==> config.mk <==
export PLATFORM = sky130hd
export DESIGN_NAME = shift64_seq
export DESIGN_NICKNAME = d
export VERILOG_FILES = /design/src/rtl/shift64_seq.sv
export SDC_FILE = /design/constraint.sdc
export NUM_CORES = 1
export LEC_CHECK = 0
export ABC_CLOCK_PERIOD_IN_PS = 3400
export BUFFER_PORTS_ARGS = -buffer_cell sky130_fd_sc_hd__buf_2
export CORE_AREA = 5 5 154 156
export CTS_CLUSTER_SIZE = 24
export DETAILED_ROUTE_END_ITERATION = 8
export DIE_AREA = 0 0 159 161
export GPL_TIMING_DRIVEN = 0
export PLACE_DENSITY = 0.75
export SYNTH_ARGS = -nofsm -noshare
export SYNTH_HDL_FRONTEND = slang
export SYNTH_SLANG_ARGS = --single-unit
export TNS_END_PERCENT = 5
==> constraint.sdc <==
create_clock -name clk -period 3.4 [get_ports clk]
set_input_delay 0.68 -clock clk [delete_from_list [all_inputs] [get_ports clk]]
set_output_delay 0.68 -clock clk [all_outputs]
set_load 0.1 [all_outputs]
==> src/rtl/shift64_seq.sv <==
// shift64_seq: sequences a 2*DW-bit shift over an external DW-bit combinational barrel shifter.
// Rev 1.0
`default_nettype none

module shift64_seq #(
  parameter int DW = 32
) (
  input  logic                    clk,
  input  logic                    rst_n,
  input  logic                    in_valid,
  output logic                    in_ready,
  input  logic [2*DW-1:0]         in_data,
  input  logic [$clog2(2*DW)-1:0] in_shift,
  input  logic                    in_right,
  input  logic                    in_arith,
  output logic [DW-1:0]           sh_data,
  output logic [$clog2(DW)-1:0]   sh_shift,
  output logic                    sh_right,
  output logic                    sh_arith,
  input  logic [DW-1:0]           sh_result,
  output logic                    out_valid,
  input  logic                    out_ready,
  output logic [2*DW-1:0]         out_data
);

  localparam int AW = $clog2(2*DW);
  localparam int SW = $clog2(DW);

  typedef enum logic [2:0] {
    IDLE = 3'd0,
    P0   = 3'd1,
    P1   = 3'd2,
    P2   = 3'd3,
    DONE = 3'd4
  } state_t;

  state_t          state_q, state_d;
  logic [DW-1:0]   hi_q, hi_d, lo_q, lo_d;
  logic [DW-1:0]   res_q, res_d, tmp_q, tmp_d;
  logic [AW-1:0]   s_q, s_d;
  logic            right_q, right_d, arith_q, arith_d;
  logic [2*DW-1:0] out_data_q, out_data_d;

  logic            big;
  logic [SW-1:0]   amt;
  logic [SW-1:0]   amt_c;

  // big: whole-word move (s >= DW); amt_c is DW - s for the cross-half pass
  assign big   = s_q[AW-1];
  assign amt   = s_q[SW-1:0];
  assign amt_c = -amt;

  assign in_ready  = (state_q == IDLE);
  assign out_valid = (state_q == DONE);
  assign out_data  = out_data_q;

  always_comb begin
    sh_data  = '0;
    sh_shift = '0;
    sh_right = 1'b0;
    sh_arith = 1'b0;
    case (state_q)
      P0: begin
        sh_data  = right_q ? hi_q : lo_q;
        sh_shift = amt;
        sh_right = right_q;
        sh_arith = right_q & arith_q;
      end
      P1: begin
        if (big) begin
          // sign fill for the upper half of an arithmetic right shift
          sh_data  = hi_q;
          sh_shift = {SW{1'b1}};
          sh_right = 1'b1;
          sh_arith = 1'b1;
        end else begin
          sh_data  = right_q ? lo_q : hi_q;
          sh_shift = amt;
          sh_right = right_q;
        end
      end
      P2: begin
        sh_data  = right_q ? hi_q : lo_q;
        sh_shift = amt_c;
        sh_right = ~right_q;
      end
      default: ;
    endcase
  end

  always_comb begin
    state_d    = state_q;
    hi_d       = hi_q;
    lo_d       = lo_q;
    res_d      = res_q;
    tmp_d      = tmp_q;
    s_d        = s_q;
    right_d    = right_q;
    arith_d    = arith_q;
    out_data_d = out_data_q;
    case (state_q)
      IDLE: begin
        if (in_valid) begin
          hi_d    = in_data[2*DW-1:DW];
          lo_d    = in_data[DW-1:0];
          s_d     = in_shift;
          right_d = in_right;
          arith_d = in_arith & in_right;
          if (in_shift == '0) begin
            out_data_d = in_data;
            state_d    = DONE;
          end else begin
            state_d = P0;
          end
        end
      end
      P0: begin
        if (big && !(right_q && arith_q)) begin
          out_data_d = right_q ? {{DW{1'b0}}, sh_result} : {sh_result, {DW{1'b0}}};
          state_d    = DONE;
        end else begin
          res_d   = sh_result;
          state_d = P1;
        end
      end
      P1: begin
        if (big) begin
          out_data_d = {sh_result, res_q};
          state_d    = DONE;
        end else begin
          tmp_d   = sh_result;
          state_d = P2;
        end
      end
      P2: begin
        out_data_d = right_q ? {res_q, tmp_q | sh_result} : {tmp_q | sh_result, res_q};
        state_d    = DONE;
      end
      DONE: begin
        if (out_ready) state_d = IDLE;
      end
      default: state_d = IDLE;
    endcase
  end

  always_ff @(posedge clk or negedge rst_n) begin
    if (!rst_n) begin
      state_q    <= IDLE;
      hi_q       <= '0;
      lo_q       <= '0;
      res_q      <= '0;
      tmp_q      <= '0;
      s_q        <= '0;
      right_q    <= 1'b0;
      arith_q    <= 1'b0;
      out_data_q <= '0;
    end else begin
      state_q    <= state_d;
      hi_q       <= hi_d;
      lo_q       <= lo_d;
      res_q      <= res_d;
      tmp_q      <= tmp_d;
      s_q        <= s_d;
      right_q    <= right_d;
      arith_q    <= arith_d;
      out_data_q <= out_data_d;
    end
  end

endmodule

`default_nettype wire
; Yosys cells after proc, flatten, opt, wreduce, memory -nomap -nowiden
; Index checks and enable logic that the tools add are counted.
[totals]
regBits = 203
elab_cells = 60
out_inout_bits = 105
input_bits = 108
[classes]
reduce_logical = 12
muxes = 23
n_eq_ne = 9
add_sub_neg = 1
bitwise_logic = 6
[ops]
columns = operator, n
row1 = 64-bit two-way mux, 6
row2 = 64-bit one-hot mux with 4 select lines, 1
row3 = 32-bit two-way mux, 3
row4 = 32-bit one-hot mux with 2 select lines, 1
row5 = 32-bit OR, 1
row6 = 3-bit two-way mux, 5
row7 = 3-bit one-hot mux with 5 select lines, 1
row8 = 5-bit one-hot mux with 3 select lines, 1
row9 = 2-bit AND reduction, 4
row10 = "3-bit by 2-bit equality test with 1-bit output, second input constant", 2
row11 = 6-bit logical NOT, 1
row12 = "2-bit inequality test, second input constant", 3
row13 = 5-bit two-way mux, 1
row14 = 5-bit negator, 1
row15 = 5-bit AND reduction, 1
row16 = "2-bit by 1-bit inequality test with 1-bit output, second input constant", 2
row17 = 4-bit nonzero test, 1
row18 = "3-bit by 1-bit equality test with 1-bit output, second input constant", 1
row19 = "3-bit equality test, second input constant", 1
row20 = 3-bit logical NOT, 1
row21 = 1-bit NOT, 3
row22 = 1-bit one-hot mux with 3 select lines, 1
row23 = 1-bit bitwise AND, 2
row24 = 1-bit logical AND, 2
row25 = other kinds (4), 5

; Longest topological paths before layout
[depth]
word_depth = 5
depth_mapped = 7
depth_no_buf = 6

; Worst setup path before layout
; No wires, ideal clock.
[synth_path]
kind = register -> output
from = register right_q
to = output port sh_right
required_ns = 2.720
n_path_buf = 5
path_stages_with_launch = 8
arrival_time_ns = 3.635
slack_ns = -0.915
cell_sequence = dfrtp_1 buf_4 clkbuf_1 buf_2 buf_4 buf_2 nor2_1 a311oi_1
[synth_via]
elab_chain_len = 2
[synth_lines]
columns = element, line
row1 = start: declaration, 41  ; logic right_q, right_d, arith_q, arith_d;
row2 = start signal: assignment, 164  ; right_q <= right_d;
row3 = 1-bit two-way mux / 1-bit NOT (equally long branches), "70, 85"
row4 = 1-bit one-hot mux with 3 select lines *, 62  ; case (state_q)
row5 = end: declaration, 18  ; output logic sh_right,
; Mark *: on every way between the ends. The rest lies on a longest branch, timed or not.

; Worst setup path in the final report
[layout_path]
from = register state_q[2]
to = output port sh_data[16]
[layout_via]
elab_chain_len = 3
[layout_lines]
columns = element, line
row1 = start: declaration, 37  ; state_t state_q, state_d;
row2 = start signal: assignment, 158  ; state_q <= state_d;
row3 = 3-bit by 1-bit equality test with 1-bit output / 3-bit by 2-bit equality test with 1-bit output (equally long branches), 62
row4 = 2-bit OR reduction (no line), -
row5 = 32-bit one-hot mux with 2 select lines *, 62
row6 = end: declaration, 16  ; output logic [DW-1:0] sh_data,
; Marked as above.

==> key figures <==
Status
  – Outcome: finished clean

Synthesis
  – Async set or reset register ratio after synthesis: 100%
  – Count of different cell masters after synthesis: 47
  – Dominant register cell in the synthesized netlist: dfrtp_1
  – Yosys warns: 0
  – Syn Std Cell Area: 10800 sq um
  – Fraction of the yosys area taken by sequential cells: 46.9%
  – Number of instances in the synthesized netlist: 942
  – Syn Area/Cell: 11.5 sq um
  – Syn_nets: 1051
  – Count of flip-flops with a built-in enable after synthesis: 0
  – Synth Register Bits: 203

Setup path
  – Highest net fanout along the worst path: 10
  – CP required: 2.72 ns
  – Reg2reg setup slack: 0.75 ns
  – Arrival @ worst endpoint: 2.68 ns
  – Type of destination of the critical path: output port
  – Worst setup path class: flip-flop to output port
  – Reg-to-reg critical path endpoint: out_data[42]$_DFFE_PN0P_
  – Beginning of the worst register-to-register path: state_q[2]$_DFFE_PN0P_
  – Reg2Reg Depth: 6
  – Startpoint type of the worst setup path: flip-flop

Timing
  – Worst Skew: 0.0189 ns
  – Setup repair after global routing missed its margin: yes
  – Headroom to the max-slew limit: 46.2%
  – Final Critical Period: 3.36 ns
  – Max-slew violation count: 0
  – Final Setup Violations: 0
  – Peak Freq: 298 MHz
  – Hold Violations, Final: 0
  – Final cycle utilization of the critical path: 98.8%
  – Worst Max-Slew Pin Slew: 0.807 ns

CTS
  – Hold-fix buffers at CTS: 0
  – Number of buffers inserted to repair setup after CTS: 0
  – Clock edge transition at the registers on the reported setup and hold paths: 0.06 ns
  – Number of buffers added by the clock tree synthesis step: 23
  – Max clock buf depth: 3
  – Clock sinks: 203
  – PostCTS Resize Cnt: 58
  – Clock latency at the later pin of the worst-skew pair: 0.51 ns
  – Root Driver: clkbuf_16
  – CTS tree: built
  – Count of H-tree levels built during CTS: 1

Routing
  – Met3 Routed Length: 3110 um
  – 1st-iter DRT viols: 969
  – Met2 wire len: 16000 um
  – Post-DR vias/cell: 6.29
  – Initial DRT Pass Iterations: 8
  – Top layer reached by signal wires: met4
  – Antenna viol nets, final: 0
  – Number of vias after detailed routing: 9296
  – Total wire length after detailed routing: 34900 um
  – WL/cell: 23.6 um
  – Routed metal-1 wirelength: 14400 um
  – Post-route DRC: 0

Final layout
  – Filler cells: 1864
  – Non-Filler Instances: 1478
  – Fraction of layout cells with a size suffix above 1: 40.1%
  – Net count of the finished layout: 1287
  – Area taken by flip-flops and latches: 5080 sq um
  – Total area of multi-input combinational cells: 5300 sq um
  – P&R area growth vs syn: 22.6%

Global routing
  – Global-route congestion overflow total: 0
  – First-pass GRT wire length: 54000 um
  – Vias in the first global route: 9484
  – Overall Global Routing Usage: 26.3%
  – Pin count of the biggest net entering global routing: 103
  – Antenna violations before repair: 1

Place
  – Routability congestion estimate: 0.883
  – Count of input and output buffers: 212
  – # placed instances: 1440
  – Placed wire-length estimate: 24700 um

Floorplanning
  – Initial cell density of the core: 48.7%
  – I/O pins: 213
  – Placeable core region: 22200 sq um
  – Width of the die: 159 um
  – Cell row count: 55
  – Die outline height: 161 um
  – Die outline area: 25600 sq um

Job
  – # Max-Cap Violations: 0

Worst hold path
  – Tightest Hold Check Type: input pin to async pin
==> synthesized netlist by cell type, types with 6 or more instances <==
| cell type | count | share of area, % |
|---|---|---|
| a21o_1 | 32 | 2.2 |
| a21oi_1 | 68 | 3.1 |
| a221o_1 | 32 | 3.0 |
| a221oi_1 | 32 | 2.6 |
| a22oi_1 | 32 | 2.2 |
| a31oi_1 | 33 | 1.9 |
| buf_1 | 6 | 0.21 |
| buf_2 | 25 | 1.2 |
| buf_4 | 8 | 0.55 |
| buf_6 | 8 | 0.83 |
| clkbuf_1 | 42 | 1.5 |
| dfrtp_1 | 203 | 47 |
| mux2_1 | 33 | 3.4 |
| mux2_2 | 115 | 12 |
| mux2_4 | 49 | 6.8 |
| nand2_1 | 7 | 0.24 |
| nand2b_1 | 35 | 2.0 |
| nor2_1 | 74 | 2.6 |
| o21ai_0 | 39 | 1.8 |
| o311ai_0 | 30 | 2.4 |
==> worst max-delay path by stage <==
stage,start,endpoint,slack [ns]
after floorplan,state_q[1]$_DFFE_PN0P_,sh_shift[4],-0.45
after global placement,rst_n,out_data[17]$_DFFE_PN0P_,-1.87
after detailed placement,right_q$_DFFE_PN0P_,sh_data[31],0.01
after CTS,state_q[0]$_DFFE_PN0P_,sh_data[15],0.006
after global routing,state_q[2]$_DFFE_PN0P_,sh_data[16],-0.03
final,state_q[2]$_DFFE_PN0P_,sh_data[16],0.04
==> layout by cell type (no fill, tap or decap), types with 23 or more instances in the layout <==
master / n
a21o_1: 32
a21oi_1: 68
a221o_1: 32
a221oi_1: 32
a22oi_1: 32
a31oi_1: 33
buf_2: 195
buf_6: 32
clkbuf_1: 33
clkbuf_16: 23
dfrtp_1: 203
mux2_1: 33
mux2_2: 115
mux2_4: 49
nand2b_1: 35
nor2_1: 74
o21ai_0: 39
o311ai_0: 30
==> critical path, stage by stage (launching register included) <==
cell	delay, ns
dfrtp_1	0.49
nor3b_2	0.29
clkbuf_4	0.25
and2_1	0.14
clkbuf_1	0.25
clkbuf_4	0.30
a21o_1	0.21
buf_6	0.24
==> cell families after synthesis <==
logic type               synth area share, %
flip-flops                              46.9
buffers and inverters                   4.38
multiplexers                            22.2
adder cells (fa/ha/maj)                0.115
AO/OA/AOI/OAI                           20.3
AND/OR/NAND/NOR                         6.14
==> final cells by class <==
class	instances	share of cell area, %
multi-input combinational	645	39.9
sequential	203	38.3
timing repair buffer	213	9.64
clock buffer	31	4.71
buffer	87	3.75
tap	285	2.69
clock inverter	8	0.867
inverter	5	0.141
antenna	1	0.0188
==> metal layers <==
layer  GRT usage, %  vias to the layer above
met2           41.0                      514
met4           11.2                        0
li1               -                     4071
met5              0                        -
met3           5.31                       89
met1           36.2                     4622
==> state kept, by name (all words and copies together), names as in the netlist <==
name	cells
arith_q	1
hi_q	32
lo_q	32
tmp_q	32
res_q	32
s_q	6
state_q	3
right_q	1
out_data	64
==> stage by stage <==
step,hold WS (ns),utilization [%],setup WS (ns),area [sq um],setup TNS (ns)
after floorplan,0.384,-,-0.450,10800,-1.04
after global placement,0.472,55.2,-1.87,12300,-375.14
after detailed placement,0.480,55.3,0.0102,12300,0
after CTS,0.259,59.2,0.00633,13200,0
after global routing,0.288,59.7,-0.0329,13300,-0.230
final,0.217,59.7,0.0408,13300,0
Power is left out: the tool's default activity adds up to more than one toggle a clock period on the data nets, which glitch-free logic cannot reach.
